**src/rtl/asignador_parqueadero.sv**
```systemverilog
// Parking spot assigner: debounces six occupancy sensors, reserves the lowest free
// spot on each entry request, announces it on pasignado/led, and reports free-spot counts.
module asignador_parqueadero #(
    parameter int N_DEB     = 4,
    parameter int LED_HOLD  = 4,
    parameter int T_RESERVA = 1000
) (
    input  logic       clk,
    input  logic       rst,
    input  logic       solicitud,
    input  logic [5:0] sensores,
    output logic [3:0] pasignado,
    output logic       led,
    output logic       lleno,
    output logic [2:0] libres
);

    localparam int DEB_W = $clog2(N_DEB + 1);
    localparam int LED_W = $clog2(LED_HOLD + 1);
    localparam int TMR_W = $clog2(T_RESERVA + 1);

    localparam logic [DEB_W-1:0] DEB_LAST = DEB_W'(N_DEB - 1);
    localparam logic [LED_W-1:0] LED_LOAD = LED_W'(LED_HOLD - 1);
    localparam logic [TMR_W-1:0] TMR_LAST = TMR_W'(T_RESERVA - 1);

    typedef enum logic [1:0] {
        IDLE   = 2'd0,
        BUSCA  = 2'd1,
        AVISO  = 2'd2,
        ESPERA = 2'd3
    } state_t;

    state_t           state_q,     state_d;
    logic [5:0]       occ_q,       occ_d;
    logic [5:0]       reserved_q,  reserved_d;
    logic [DEB_W-1:0] deb_cnt_q [6];
    logic [DEB_W-1:0] deb_cnt_d [6];
    logic             sol_d_q;
    logic             req_q,       req_d;
    logic [3:0]       pasignado_q, pasignado_d;
    logic             led_q,       led_d;
    logic [2:0]       spot_q,      spot_d;
    logic [LED_W-1:0] led_cnt_q,   led_cnt_d;
    logic [TMR_W-1:0] tmr_q,       tmr_d;
    logic [2:0]       libres_q,    libres_d;
    logic             lleno_q,     lleno_d;

    logic [5:0]       free;
    logic [2:0]       sel_idx;

    // ------------------------------------------------------------------
    // Debounce: a bit flips only after N_DEB consecutive differing samples.
    // ------------------------------------------------------------------
    always_comb begin
        occ_d = occ_q;
        for (int i = 0; i < 6; i++) begin
            deb_cnt_d[i] = '0;
            if (sensores[i] != occ_q[i]) begin
                if (deb_cnt_q[i] == DEB_LAST) begin
                    occ_d[i] = ~occ_q[i];
                end else begin
                    deb_cnt_d[i] = deb_cnt_q[i] + 1'b1;
                end
            end
        end
    end

    // ------------------------------------------------------------------
    // Free-spot vector, lowest-index selection and population count.
    // ------------------------------------------------------------------
    assign free = ~occ_q & ~reserved_q;

    always_comb begin
        sel_idx = '0;
        for (int i = 5; i >= 0; i--) begin
            if (free[i]) begin
                sel_idx = 3'(i);
            end
        end
    end

    always_comb begin
        libres_d = '0;
        for (int i = 0; i < 6; i++) begin
            libres_d = libres_d + {2'b00, free[i]};
        end
        lleno_d = (free == 6'b0);
    end

    // Registered edge detect, so a held level produces exactly one pulse.
    assign req_d = solicitud & ~sol_d_q;

    // ------------------------------------------------------------------
    // Assignment FSM: next state and registered outputs.
    // ------------------------------------------------------------------
    always_comb begin
        state_d     = state_q;
        reserved_d  = reserved_q;
        pasignado_d = pasignado_q;
        led_d       = led_q;
        spot_d      = spot_q;
        led_cnt_d   = led_cnt_q;
        tmr_d       = tmr_q;

        unique case (state_q)
            IDLE: begin
                pasignado_d = 4'd0;
                led_d       = 1'b0;
                if (req_q) begin
                    state_d = BUSCA;
                end
            end

            BUSCA: begin
                if (free != 6'b0) begin
                    reserved_d[sel_idx] = 1'b1;
                    spot_d              = sel_idx;
                    pasignado_d         = 4'(sel_idx) + 4'd1;
                    led_d               = 1'b1;
                    led_cnt_d           = LED_LOAD;
                    state_d             = AVISO;
                end else begin
                    pasignado_d = 4'd0;
                    led_d       = 1'b0;
                    state_d     = IDLE;
                end
            end

            // The strobe always runs its full length, even if the car parks early.
            AVISO: begin
                if (led_cnt_q == '0) begin
                    led_d   = 1'b0;
                    tmr_d   = '0;
                    state_d = ESPERA;
                end else begin
                    led_cnt_d = led_cnt_q - 1'b1;
                end
            end

            ESPERA: begin
                led_d = 1'b0;
                if (occ_q[spot_q] || (tmr_q == TMR_LAST)) begin
                    reserved_d[spot_q] = 1'b0;
                    pasignado_d        = 4'd0;
                    state_d            = IDLE;
                end else begin
                    tmr_d = tmr_q + 1'b1;
                end
            end

            default: begin
                state_d = IDLE;
            end
        endcase
    end

    // ------------------------------------------------------------------
    // State registers
    // ------------------------------------------------------------------
    // NOTE: sequential state uses non-blocking assignments so every flop samples
    // the pre-edge value of its neighbours regardless of statement order.
    always_ff @(posedge clk or posedge rst) begin
        if (rst) begin
            state_q     <= IDLE;
            occ_q       <= '0;
            reserved_q  <= '0;
            sol_d_q     <= 1'b0;
            req_q       <= 1'b0;
            pasignado_q <= 4'd0;
            led_q       <= 1'b0;
            spot_q      <= '0;
            led_cnt_q   <= '0;
            tmr_q       <= '0;
            libres_q    <= 3'd6;
            lleno_q     <= 1'b0;
            for (int i = 0; i < 6; i++) begin
                deb_cnt_q[i] <= '0;
            end
        end else begin
            state_q     <= state_d;
            occ_q       <= occ_d;
            reserved_q  <= reserved_d;
            sol_d_q     <= solicitud;
            req_q       <= req_d;
            pasignado_q <= pasignado_d;
            led_q       <= led_d;
            spot_q      <= spot_d;
            led_cnt_q   <= led_cnt_d;
            tmr_q       <= tmr_d;
            libres_q    <= libres_d;
            lleno_q     <= lleno_d;
            for (int i = 0; i < 6; i++) begin
                deb_cnt_q[i] <= deb_cnt_d[i];
            end
        end
    end

    assign pasignado = pasignado_q;
    assign led       = led_q;
    assign libres    = libres_q;
    assign lleno     = lleno_q;

endmodule
```
**config.mk**
```make
export PLATFORM = sky130hd
export DESIGN_NAME = asignador_parqueadero
export DESIGN_NICKNAME = d
export VERILOG_FILES = /design/src/rtl/asignador_parqueadero.sv
export SDC_FILE = /design/constraint.sdc
export NUM_CORES = 1
export LEC_CHECK = 0
export ABC_CLOCK_PERIOD_IN_PS = 2400
export CAP_MARGIN = 20
export CELL_PAD_IN_SITES_DETAIL_PLACEMENT = 0
export CELL_PAD_IN_SITES_GLOBAL_PLACEMENT = 2
export CORE_MARGIN = 4
export CORE_UTILIZATION = 37
export CTS_BUF_LIST = sky130_fd_sc_hd__clkbuf_8
export DETAILED_ROUTE_END_ITERATION = 6
export PLACE_DENSITY = 0.82
export SKIP_CTS_REPAIR_TIMING = 1
export SLEW_MARGIN = 10
export SYNTH_ARGS = -nofsm -noshare
export SYNTH_HDL_FRONTEND = slang
export SYNTH_SLANG_ARGS = --single-unit
```
**constraint.sdc**
```tcl
create_clock -name clk -period 2.4 [get_ports clk]
set_input_delay 0.6 -clock clk [delete_from_list [all_inputs] [get_ports clk]]
set_output_delay 0.6 -clock clk [all_outputs]
set_load 0.01 [all_outputs]
```
After elaboration in Yosys (flattened, before gate mapping)

Index checks and enable logic that the tools add are counted.

Output and inout port bits: 9
Input port bits: 9
Bits in registers: 59

Reductions and logical operators: 24
Bitwise logic cells: 14
Magnitude comparators: 4
Mux-type cells: 44
Add/subtract/negate cells: 14
Equality and inequality tests: 22

Operators with widths:

| operator                                            | count |
|---|---|
| two-way mux 3 bit                                   | 20 |
| two-way mux 10 bit                                  | 2 |
| one-hot mux 10 bit (2 select lines)                 | 1 |
| adder 3 x 1 -> 3 bit, second input constant         | 6 |
| equality test 3 x 2 -> 1 bit, second input constant | 6 |
| inverter 6 bit                                      | 3 |
| AND reduction 2 bit                                 | 8 |
| AND 6 bit                                           | 2 |
| two-way mux 6 bit                                   | 2 |
| != test 2 bit, second input constant                | 6 |
| one-hot mux 4 bit (3 select lines)                  | 1 |
| one-hot mux 6 bit (2 select lines)                  | 1 |
| AND reduction 3 bit                                 | 4 |
| adder 10 x 1 -> 10 bit, second input constant       | 1 |
| equality test 10 bit, second input constant         | 1 |
| adder 3 x 1 -> 3 bit                                | 3 |
| < comparator 3 x 4 -> 1 bit, second input constant  | 2 |
| two-way mux 2 bit                                   | 4 |
| two-way mux 4 bit                                   | 2 |
| one-hot mux 2 bit (4 select lines)                  | 1 |
| inverter 1 bit                                      | 7 |
| demux 1 bit (select 3 bit)                          | 2 |
| >= comparator 3 x 1 -> 1 bit, second input constant | 2 |
| zero test 6 bit                                     | 1 |
| 21 further kinds                                    | 34 |

Depth between registers and ports, before layout

Gate-level depths: netlist of run 1.

Word-level depth: 15
Gate-level depth with buffers: 8

Worst setup path after synthesis of run 1

OpenSTA, ideal clock, no wires.

Kind: reg-to-reg
From: register occ_q[1]
To: register libres_q[1] (netlist: libres[1])
Required time: 2.337 ns
Stages on the path, launching flop included: 8
Arrival: 2.305 ns
Library setup time: 0.063 ns
Clock period less this slack: 2.368 ns
Setup slack: 0.032 ns
Cells stage by stage: dfrtp_1 or2_2 inv_2 fa_1 xor2_1 ha_1 ha_1 fa_1

Cells in the longest elaborated chain, start to end: 7

RTL lines:

| what                               | RTL line | RTL |
|---|---|---|
| from (decl)                        | 34       | `logic [5:0] occ_q, occ_d;` |
| from (signal assigned)             | 165      | `occ_q <= '0;` |
| from (signal assigned)             | 181      | `occ_q <= occ_d;` |
| inverter 6 bit                     | 71       | `assign free = ~occ_q & ~reserved_q;` |
| AND 6 bit                          | 71       |  |
| adder 1 x 1 -> 2 bit               | 85       | `libres_d = libres_d + {2'b00, free[i]};` |
| adder 2 x 1 -> 3 bit               | 85       |  |
| adder 3 x 1 -> 3 bit (3 in series) | 85       |  |
| net libres_d[1]                    | 45       | `logic [2:0] libres_q, libres_d;` |
| to (signal assigned)               | 190      | `libres_q <= libres_d;` |
| to (decl)                          | 45       |  |

The timed path passes the listed nets, and every way through them passes these cells.
A chain may end at the register's enable or synchronous reset.

Final worst setup path of run 1

From: register reserved_q[1]
To: register libres_q[1] (netlist: libres[1])

Cells in the longest elaborated chain, start to end: 7

RTL lines:

| what                               | RTL line | RTL |
|---|---|---|
| from (decl)                        | 35       | `logic [5:0] reserved_q, reserved_d;` |
| from (signal assigned)             | 182      | `reserved_q <= reserved_d;` |
| inverter 6 bit                     | 71       |  |
| AND 6 bit                          | 71       |  |
| adder 1 x 1 -> 2 bit               | 85       |  |
| adder 2 x 1 -> 3 bit               | 85       |  |
| adder 3 x 1 -> 3 bit (3 in series) | 85       |  |
| net libres_d[1]                    | 45       |  |

The timed path passes the listed nets, and every way through them passes these cells.

==> impl_metrics.py, run 1 <==
metrics = {
    "setup_path": {
        "cpMostUsedCell": "fa_1",
        "end_kind": "register",
        "critPathKind": "register to register",
        "crit_path_start_kind": "register",
        "cp_slowest_stage_delay_ns": 0.52,
        "cp.required_ns": 2.67,
        "r2r_cells": 7,
        "crit_fanout": 2,
        "critPathSlowestCell": "fa_1",
        "cpLargestDelayFamily": "adder cells",
        "path_buf_inv": 1,
        "crit_cells": 7,
        "cp_data_arrival_time_ns": 2.65,
        "path_cells": "or2_4 -> inv_2 -> fa_1 -> xor2_1 -> ha_1 -> ha_2 -> fa_1",
    },
    "logic_synthesis": {
        "synth_nets": 284,
        "syn_area_sq_um": 2800,
        "syn_area_per_cell_sq_um": 10.8,
        "ys_seq_elements": 59,
        "ys_seq_area_share_pct": 52.8,
        "yosysUniqueCellTypes": 43,
        "yosys_warnings": 0,
        "async_flop_share_pct": 100,
        "synthFlopType": "dfrtp_1",
        "synth_cells": 260,
        "synth_edf_count": 0,
    },
    "sta": {
        "fmax_mhz": 420,
        "finalHoldViolations": 0,
        "slew_violations": 0,
        "setup_viol": 0,
        "finClkSkew_ns": 0.00418,
        "final.min_clock_period_ns": 2.38,
        "tightest_slew_ns": 0.494,
        "fin_hold_ws_ns": 0.391,
        "rsz0062_at_grt": "yes",
        "min_period_over_period_pct": 99.3,
        "slew_headroom_pct": 66.8,
    },
    "route": {
        "ant_nets": 0,
        "num_vias": 1961,
        "drtIter0Drc": 142,
        "dr.pass1.iters": 5,
        "routedWlPerCell_um": 13.5,
        "via_per_inst": 4.93,
        "route.detailed.drc": 0,
        "routed_wl_mm": 5.38,
    },
    "global_routing": {
        "grtUsageTotal_pct": 14.3,
        "first_global_vias": 2056,
        "grt_max_degree": 60,
        "grt_pass1_wl_mm": 9.91,
        "grt_overflow": 0,
        "antenna_found_initial": 0,
    },
    "layout": {
        "layout-drive-gt1-share_pct": 13.4,
        "area_growth_pct": 19.9,
        "antenna_cells": 0,
        "fill_cells": 732,
        "design_area_sq_um": 3360,
        "stdcell_count": 398,
        "nets": 320,
    },
    "flow_run": {
        "drv_cap": 0,
    },
    "clock_tree": {
        "cts_tree": "yes",
        "clockRootBuffer": "clkbuf_8",
        "clk_latency_ns": 0.33,
        "clk_path_buf_depth": 2,
        "cts_buffers": 9,
        "h-tree-depth": 3,
        "path_clk_slew_ns": 0.06,
        "cts.sinks": 59,
    },
    "floorplan": {
        "rows": 31,
        "core_area_sq_um": 7290,
        "fp.dieH_um": 95.0,
        "die_w_um": 95.0,
        "start_util_pct": 38.4,
        "dieArea_sq_um": 9020,
        "ios": 18,
    },
    "min_path": {
        "hold_depth": 1,
        "hp-class": "register to register",
    },
    "run_status": {
        "status": "finished clean",
    },
    "placed_design": {
        "place_inst": 382,
        "dp_hpwl_mm": 3.82,
        "gp_congestion": 0.767,
        "port_buffers": 17,
        "dpl-instance-area_sq_um": 3160,
    },
    "power_and_ir_drop": {
        "powerDensity_nw_per_um2": 1170,
        "leakage_nw": 1.50,
        "vdd_drop_max_uv": 480,
    },
}
==> metrics by stage <==
step	setup slack (ns)	TNS, ns	power, W	util, %
global route	-0.0462	-0.0462	0.00431	46.0
floorplan	0.0323	0	0.00260	-
CTS	-0.0419	-0.0419	0.00398	45.7
detailed placement	-0.0203	-0.0203	0.00317	43.4
global placement	0.0427	0	0.00312	43.4
finish	0.0178	0	0.00393	46.0
==> synth_stat cells (all sizes together) (3+ instances only) <==
master | n | share of area (%)
mux2i | 9 | 3.2
ha | 13 | 5.8
nand2b | 6 | 1.3
and2 | 4 | 0.89
o31ai | 6 | 1.6
mux2 | 6 | 2.4
or4 | 3 | 0.80
nand2 | 30 | 4.0
or3 | 4 | 0.89
o22a | 4 | 1.3
inv | 10 | 1.3
dfrtp | 57 | 51
a21o | 3 | 0.80
xnor2 | 6 | 1.9
nor3 | 14 | 2.5
a21oi | 8 | 1.4
nor2 | 18 | 2.4
nor2b | 13 | 2.9
nor3b | 9 | 2.4
o21ai | 9 | 1.6
==> where the power goes <==
group | total, W | internal [W] | switching, W
sequential | 0.00159 | 0.00132 | 0.000267
clock | 0.000780 | 0.000413 | 0.000367
combinational | 0.00156 | 0.000755 | 0.000806
==> kinds of logic (layout without fill, tap and decap cells) <==
| kind of cell | count (synthesis) | count (layout) | synth area share (%) |
|---|---|---|---|
| DFF | 59 | 59 | 52.8 |
| muxes | 15 | 15 | 5.63 |
| adders and majority gates | 15 | 15 | 7.24 |
| and+or+nand+nor | 109 | 109 | 20.2 |
| xor gates and xnor gates | 7 | 7 | 2.19 |
| buffers and inverters | 14 | 53 | 1.92 |
| AOI/OAI and AO/OA | 41 | 41 | 10.0 |
==> per-layer routing <==
metal,track usage [%],vias to the layer above,part of all wire (%)
met1,19.2,940,51
met5,0,-,0
met4,4.93,0,1.4
met2,21.3,26,44
li1,-,988,-
met3,5.34,7,3.5
==> path summary, 6_finish.rpt <==
path                       slack, ns          start   endpoint
max reg2reg                     0.02  reserved_q[1]  libres[1]
min reg2reg                     0.39        sol_d_q      req_q
max in group asynchronous       1.47            rst  libres[1]
min                             0.39        sol_d_q      req_q
max                             0.02  reserved_q[1]  libres[1]
min in group asynchronous       0.64            rst  libres[0]
==> flip-flops by register name (all words and copies together), names as in the netlist, 3 cells and up, named ones only <==
signal,cells
led_cnt_q,3
tmr_q,10
occ_q,6
spot_q,3
reserved_q,6
deb_cnt_q,18
libres,3
pasignado,4
==> cells in the final DEF (no fill, tap or decap), drive strengths merged, types with 3 or more instances in the layout <==
master / Yosys / routed
and2: 4 / 4
nand2: 30 / 30
nor2: 18 / 18
nor2b: 13 / 13
mux2i: 9 / 9
mux2: 6 / 6
a21o: 3 / 3
o31ai: 6 / 6
clkinv: 0 / 3
dfrtp: 57 / 57
o21ai: 9 / 9
clkbuf: 2 / 11
nor3: 14 / 14
ha: 13 / 13
xnor2: 6 / 6
or3: 4 / 4
inv: 10 / 10
clkdlybuf4s50: 0 / 17
or4: 3 / 3
buf: 2 / 12
nand2b: 6 / 6
a21oi: 8 / 8
o22a: 4 / 4
nor3b: 9 / 9
==> layout make-up <==
class	count	area, sq um	share of cell area (%)
Clock inverter	3	15.0	0.447
Tap cell	99	124	3.69
Sequential cell	59	1480	44.1
Timing Repair Buffer	29	273	8.13
Multi-Input combinational cell	187	1280	38.0
Clock buffer	11	151	4.51
Inverter	10	37.5	1.12
Power figures use the tool's default switching activity.
==> run 2: changes to the inputs <==
--- a/constraint.sdc
+++ b/constraint.sdc
@@ -3,2 +3,2 @@
 set_output_delay 0.6 -clock clk [all_outputs]
-set_load 0.01 [all_outputs]
+set_load 0.005 [all_outputs]
==> results of run 2 <==
Same layout as run 1 (identical final DEF). Status: finished clean.
Among the figures that moved: total power 0.00393 W -> 0.00391 W
==> RTL edit 1, RTL diff (settings of run 2) <==
Encoding of `state_t`: now one-hot (4 bits for 4 states).
--- a/src/rtl/asignador_parqueadero.sv
+++ b/src/rtl/asignador_parqueadero.sv
@@ -25,7 +25,7 @@
 
-    typedef enum logic [1:0] {
-        IDLE   = 2'd0,
-        BUSCA  = 2'd1,
-        AVISO  = 2'd2,
-        ESPERA = 2'd3
+    typedef enum logic [3:0] {
+        IDLE   = 4'b0001,
+        BUSCA  = 4'b0010,
+        AVISO  = 4'b0100,
+        ESPERA = 4'b1000
     } state_t;
Check against the original RTL: no difference found for any inputs over 10 cycles, from zero or initial values and one cycle with rst high; not proved beyond that.
==> RTL edit 1 against run 2 <==
Die area is 2.9% higher; utilization is 1.3 points higher; total power is 1.6% higher; final area is 4.4% higher; first-iteration DRC count is 20% lower; worst setup slack better by 0.051 ns; sequential power is 3% lower; worst hold slack worse by 0.00086 ns; sequential cell count is 2 higher; via count is 1.7% higher; synthesized area is 3.1% higher; routed wire length is 0.89% higher.
==> RTL edit 1: results (changes against run 2) <==
The run finished with clean final reports. The largest net degree at the start of global routing is 62 (+3.3%). The number of nets in the synthesized netlist came to 276 (-2.8%). The total detailed-routing wirelength came out at 5.43 mm (+0.89%). The pin slew with the least headroom to its limit came to 0.537 ns (+0.0435 ns). The global router's overall resource usage came out at 13.9% (-0.47 points). The depth of the worst register-to-register path was 6 (-1). The count of routing violations after the opening detailed-route iteration came out at 114 (-20%). The met3 demand-to-capacity share in global routing is 3.75% (-1.6 points). The layout multi-input combinational cell count is 175 (-6.4%). The non-clock buffer contribution to total cell area came out at 9.29% (+1.2 points). In the synthesized netlist, the cells that appear most often are dfrtp_1 (58), nand2_1 (18), nor2b_1 (17). The register bit total from synthesis came out at 61 (+3.4%). The global-route wire length before repair came out at 9.87 mm (-0.35%). The count of non-CTS inverters in the layout was 13 (+3).

The final weighted congestion in routability-driven placement is 0.772 (+0.67%). The clock buffer count in the final layout is 12 (+1). The number of ordinary and repair buffers in the finished layout came out at 36 (+24%). The delay of the slowest cell on the worst path was 0.50 ns (-0.02 ns).

The final clock skew is 0.00581 ns (+0.00163 ns). The reported leakage power is 1.58 nW (+5.2%). The post-synthesis cell type count is 51 (+19%). The flip-flop and latch power came out at 0.00155 W (-3%). The post-synthesis sequential area ratio is 53.0% (+0.17 points). The placed standard-cell area is 3300 µm² (+4.3%). The fraction of final layout cells with drive strength greater than 1 came to 17.7% (+4.3 points). The layout filler cell count came out at 660 (-9.8%). The number of global-route vias before repair is 2034 (-1.1%).
==> RTL edit 1: cell count changes after synthesis, sizes merged, moves of 5 or more <==
cell    before  now
a21oi        8    2
mux2         6   11
mux2i        9    3
nand2       30   18
nand2b       6    1
nor2        18   12
==> RTL edit 1: metrics by stage <==
step	utilization [%]	power (W)	hold WS, ns	instances
after floorplan	-	0.00257	0.378	252
after global placement	44.6	0.00309	0.383	382
after detailed placement	44.6	0.00311	0.383	382
after CTS	47.0	0.00396	0.391	397
after global routing	47.3	0.00435	0.402	399
final	47.3	0.00397	0.390	399
==> RTL edit 1: cell families (layout without fill, tap and decap cells) <==
family	after synthesis	in the layout	share of synthesized area [%]
simple gates	92	92	18.4
flops	61	61	53.0
compound gates	44	44	10.7
buf+inv	16	64	2.34
fa+ha+maj	15	15	7.02
mux	14	14	5.46
xor+xnor	10	10	3.03
==> RTL edit 2, RTL diff (config.mk and constraints of run 2) <==
Without the edit above. Set the parameter `T_RESERVA` to 250 (it was 1000).
--- a/src/rtl/asignador_parqueadero.sv
+++ b/src/rtl/asignador_parqueadero.sv
@@ -5,3 +5,3 @@
     parameter int LED_HOLD  = 4,
-    parameter int T_RESERVA = 1000
+    parameter int T_RESERVA = 250
 ) (
Function: same outputs for any inputs over 10 cycles, from zero or initial values and one cycle with rst high; that may be too few to reach the edited logic, so the function may still have changed.
==> RTL edit 2 against run 2 <==
Sequential cell count fell by 2; routed wire length fell by 6.9%; synthesized area fell by 5.2%; die area fell by 4.8%; total power rose by 3.9%; final area fell by 4.1%; worst hold slack improved by 0.0045 ns; worst setup slack improved by 0.11 ns.
==> RTL edit 2: results (changes against run 2) <==
The flow ran to the end, and the final reports show no timing, DRC or antenna violations. The async set-or-reset flop fraction in the synthesized netlist came out at 100% (unchanged). Ranked by instance count, the synthesized netlist is headed by dfrtp_1 (55), nand2_1 (16). The post-synthesis cell type count came out at 42 (-2.3%). The number of antenna violations at the first check in global routing is 0 (unchanged). The clock latency on the worst-skew pair came out at 0.34 ns.

The largest net degree at the start of global routing came out at 28 (-53%). The count of H-tree levels built during CTS came out at 3 (unchanged). For this design, the slowest cell found on the critical path is fa_1. The final clock skew came out at 0.00745 ns (+0.00327 ns). In the final layout, the registers with the most flip-flops are deb_cnt_q (18), tmr_q (8). The worst hold path cell count is 1 (unchanged).

The count of routing violations after the opening detailed-route iteration is 95 (-33%). The final hold slack is 0.396 ns (+0.00447 ns). The maximum clock insertion buffer count came to 2 (unchanged). The number of nets in the synthesized netlist is 256 (-9.9%). The global-route wire length before repair came out at 8.94 mm (-9.7%). The total half-perimeter wirelength after legalization and detailed placement came to 3.61 mm (-5.6%). The clock-pin slew reported for the worst setup and hold paths after clock tree synthesis came out at 0.06 ns (about the same).

The fraction of final layout cells with drive strength greater than 1 is 15.0% (+1.6 points). The antenna cell count is 0 (unchanged). The depth of the worst register-to-register path is 7 (unchanged). The reg2reg setup slack is 0.13 ns (+0.11 ns). Clock tree synthesis selected as its root buffer the cell clkbuf_8. The global router's overall resource usage came out at 13.5% (-0.87 points). The pin slew with the least headroom to its limit is 0.488 ns (-0.00552 ns). The worst hold path terminates at req_q. The timing startpoint of the critical path is reserved_q[3].

Yosys attributes the largest share of cell area to dfrtp_1 (52%), ha_1 (6.1%), nor3b_1 (3.7%), mux2_2 (2.5%), xnor2_1 (2.3%). The number of global-route vias before repair came out at 1890 (-8.1%). The post-synthesis sequential area ratio is 53.8% (+1.0 points). The number of port buffers is 17 (unchanged). The final weighted congestion in routability-driven placement came out at 0.823 (+7.3%). The total detailed-routing wirelength came to 5.01 mm (-6.9%). The min-delay analysis places its worst path in the category reg -> reg.

The data arrival time of the critical path is 2.55 ns (-0.10 ns). Among all flip-flop cells after synthesis, the most frequent one is dfrtp_1. The largest fanout on the critical path is 3 (+1). The reported leakage power came to 1.47 nW (-1.8%). The clock buffer count from CTS came out at 9 (unchanged).

The total iterations of the first detailed-routing run came out at 4 (-1). The average vias per placed instance came out at 4.97 (+0.82%). The maximum ir drop on the vdd rail came to 0.000518 V (+7.7%).

The worst hold path begins at sol_d_q. The placed standard-cell area is 3010 µm² (-5.0%). The delay of the slowest cell on the worst path is 0.53 ns.

The final net count came to 293 (-8.4%). The count of warnings emitted by yosys is 0 (unchanged). In this run the critical register-to-register path is captured at libres[1].
-- RTL edit 2: how the worst max path moves through the flow --
stage                     depth (start not counted)         to  slack [ns]
after floorplan                                   7  libres[1]        0.12
after global placement                            7  libres[1]        0.15
after detailed placement                          7  libres[1]        0.07
after CTS                                         7  libres[1]        0.05
after global routing                              7  libres[1]        0.01
final                                             7  libres[1]        0.13
-- RTL edit 2: critical path: cells and delay by family, from the launching register on --
family,cells,cell delay (ns)
simple gates,1,0.07
flops,1,0.36
buf+inv,2,0.10
fa+ha+maj,4,1.68
-- RTL edit 2: cell families after synthesis --
logic type / after synthesis / share of synthesized area (%)
mux: 12 / 4.81
fa+ha+maj: 16 / 8.39
compound gates: 35 / 9.24
simple gates: 87 / 18.2
xor+xnor: 9 / 2.97
flops: 57 / 53.8
buf+inv: 15 / 2.55
-- RTL edit 2: layout make-up --
type / instances / area (µm²)
well taps: 96 / 120
multi-input cells: 159 / 1160
clock inverters: 3 / 13.8
clock buffers: 13 / 179
inverters: 13 / 48.8
flip-flops and latches: 57 / 1430
fillers: 652 / 3650
repair buffers: 28 / 265
-- RTL edit 2: per-stage QoR --
stage	setup WS [ns]	std cells
after floorplan	0.122	231
after global placement	0.150	351
after detailed placement	0.0680	351
after CTS	0.0477	367
after global routing	0.0105	369
final	0.126	369
-- RTL edit 2: power by group --
group	internal (W)	switching, W
Combinational	0.000802	0.000858
Sequential	0.00130	0.000260
Clock	0.000480	0.000362
-- RTL edit 2: layer usage --
layer | GRT usage (%) | up-vias | part of all wire, %
li1 | - | 895 | -
met1 | 17.3 | 891 | 47
met2 | 19.7 | 38 | 45
met3 | 5.93 | 9 | 5.5
met4 | 5.62 | 0 | 1.7
met5 | 0 | - | 0
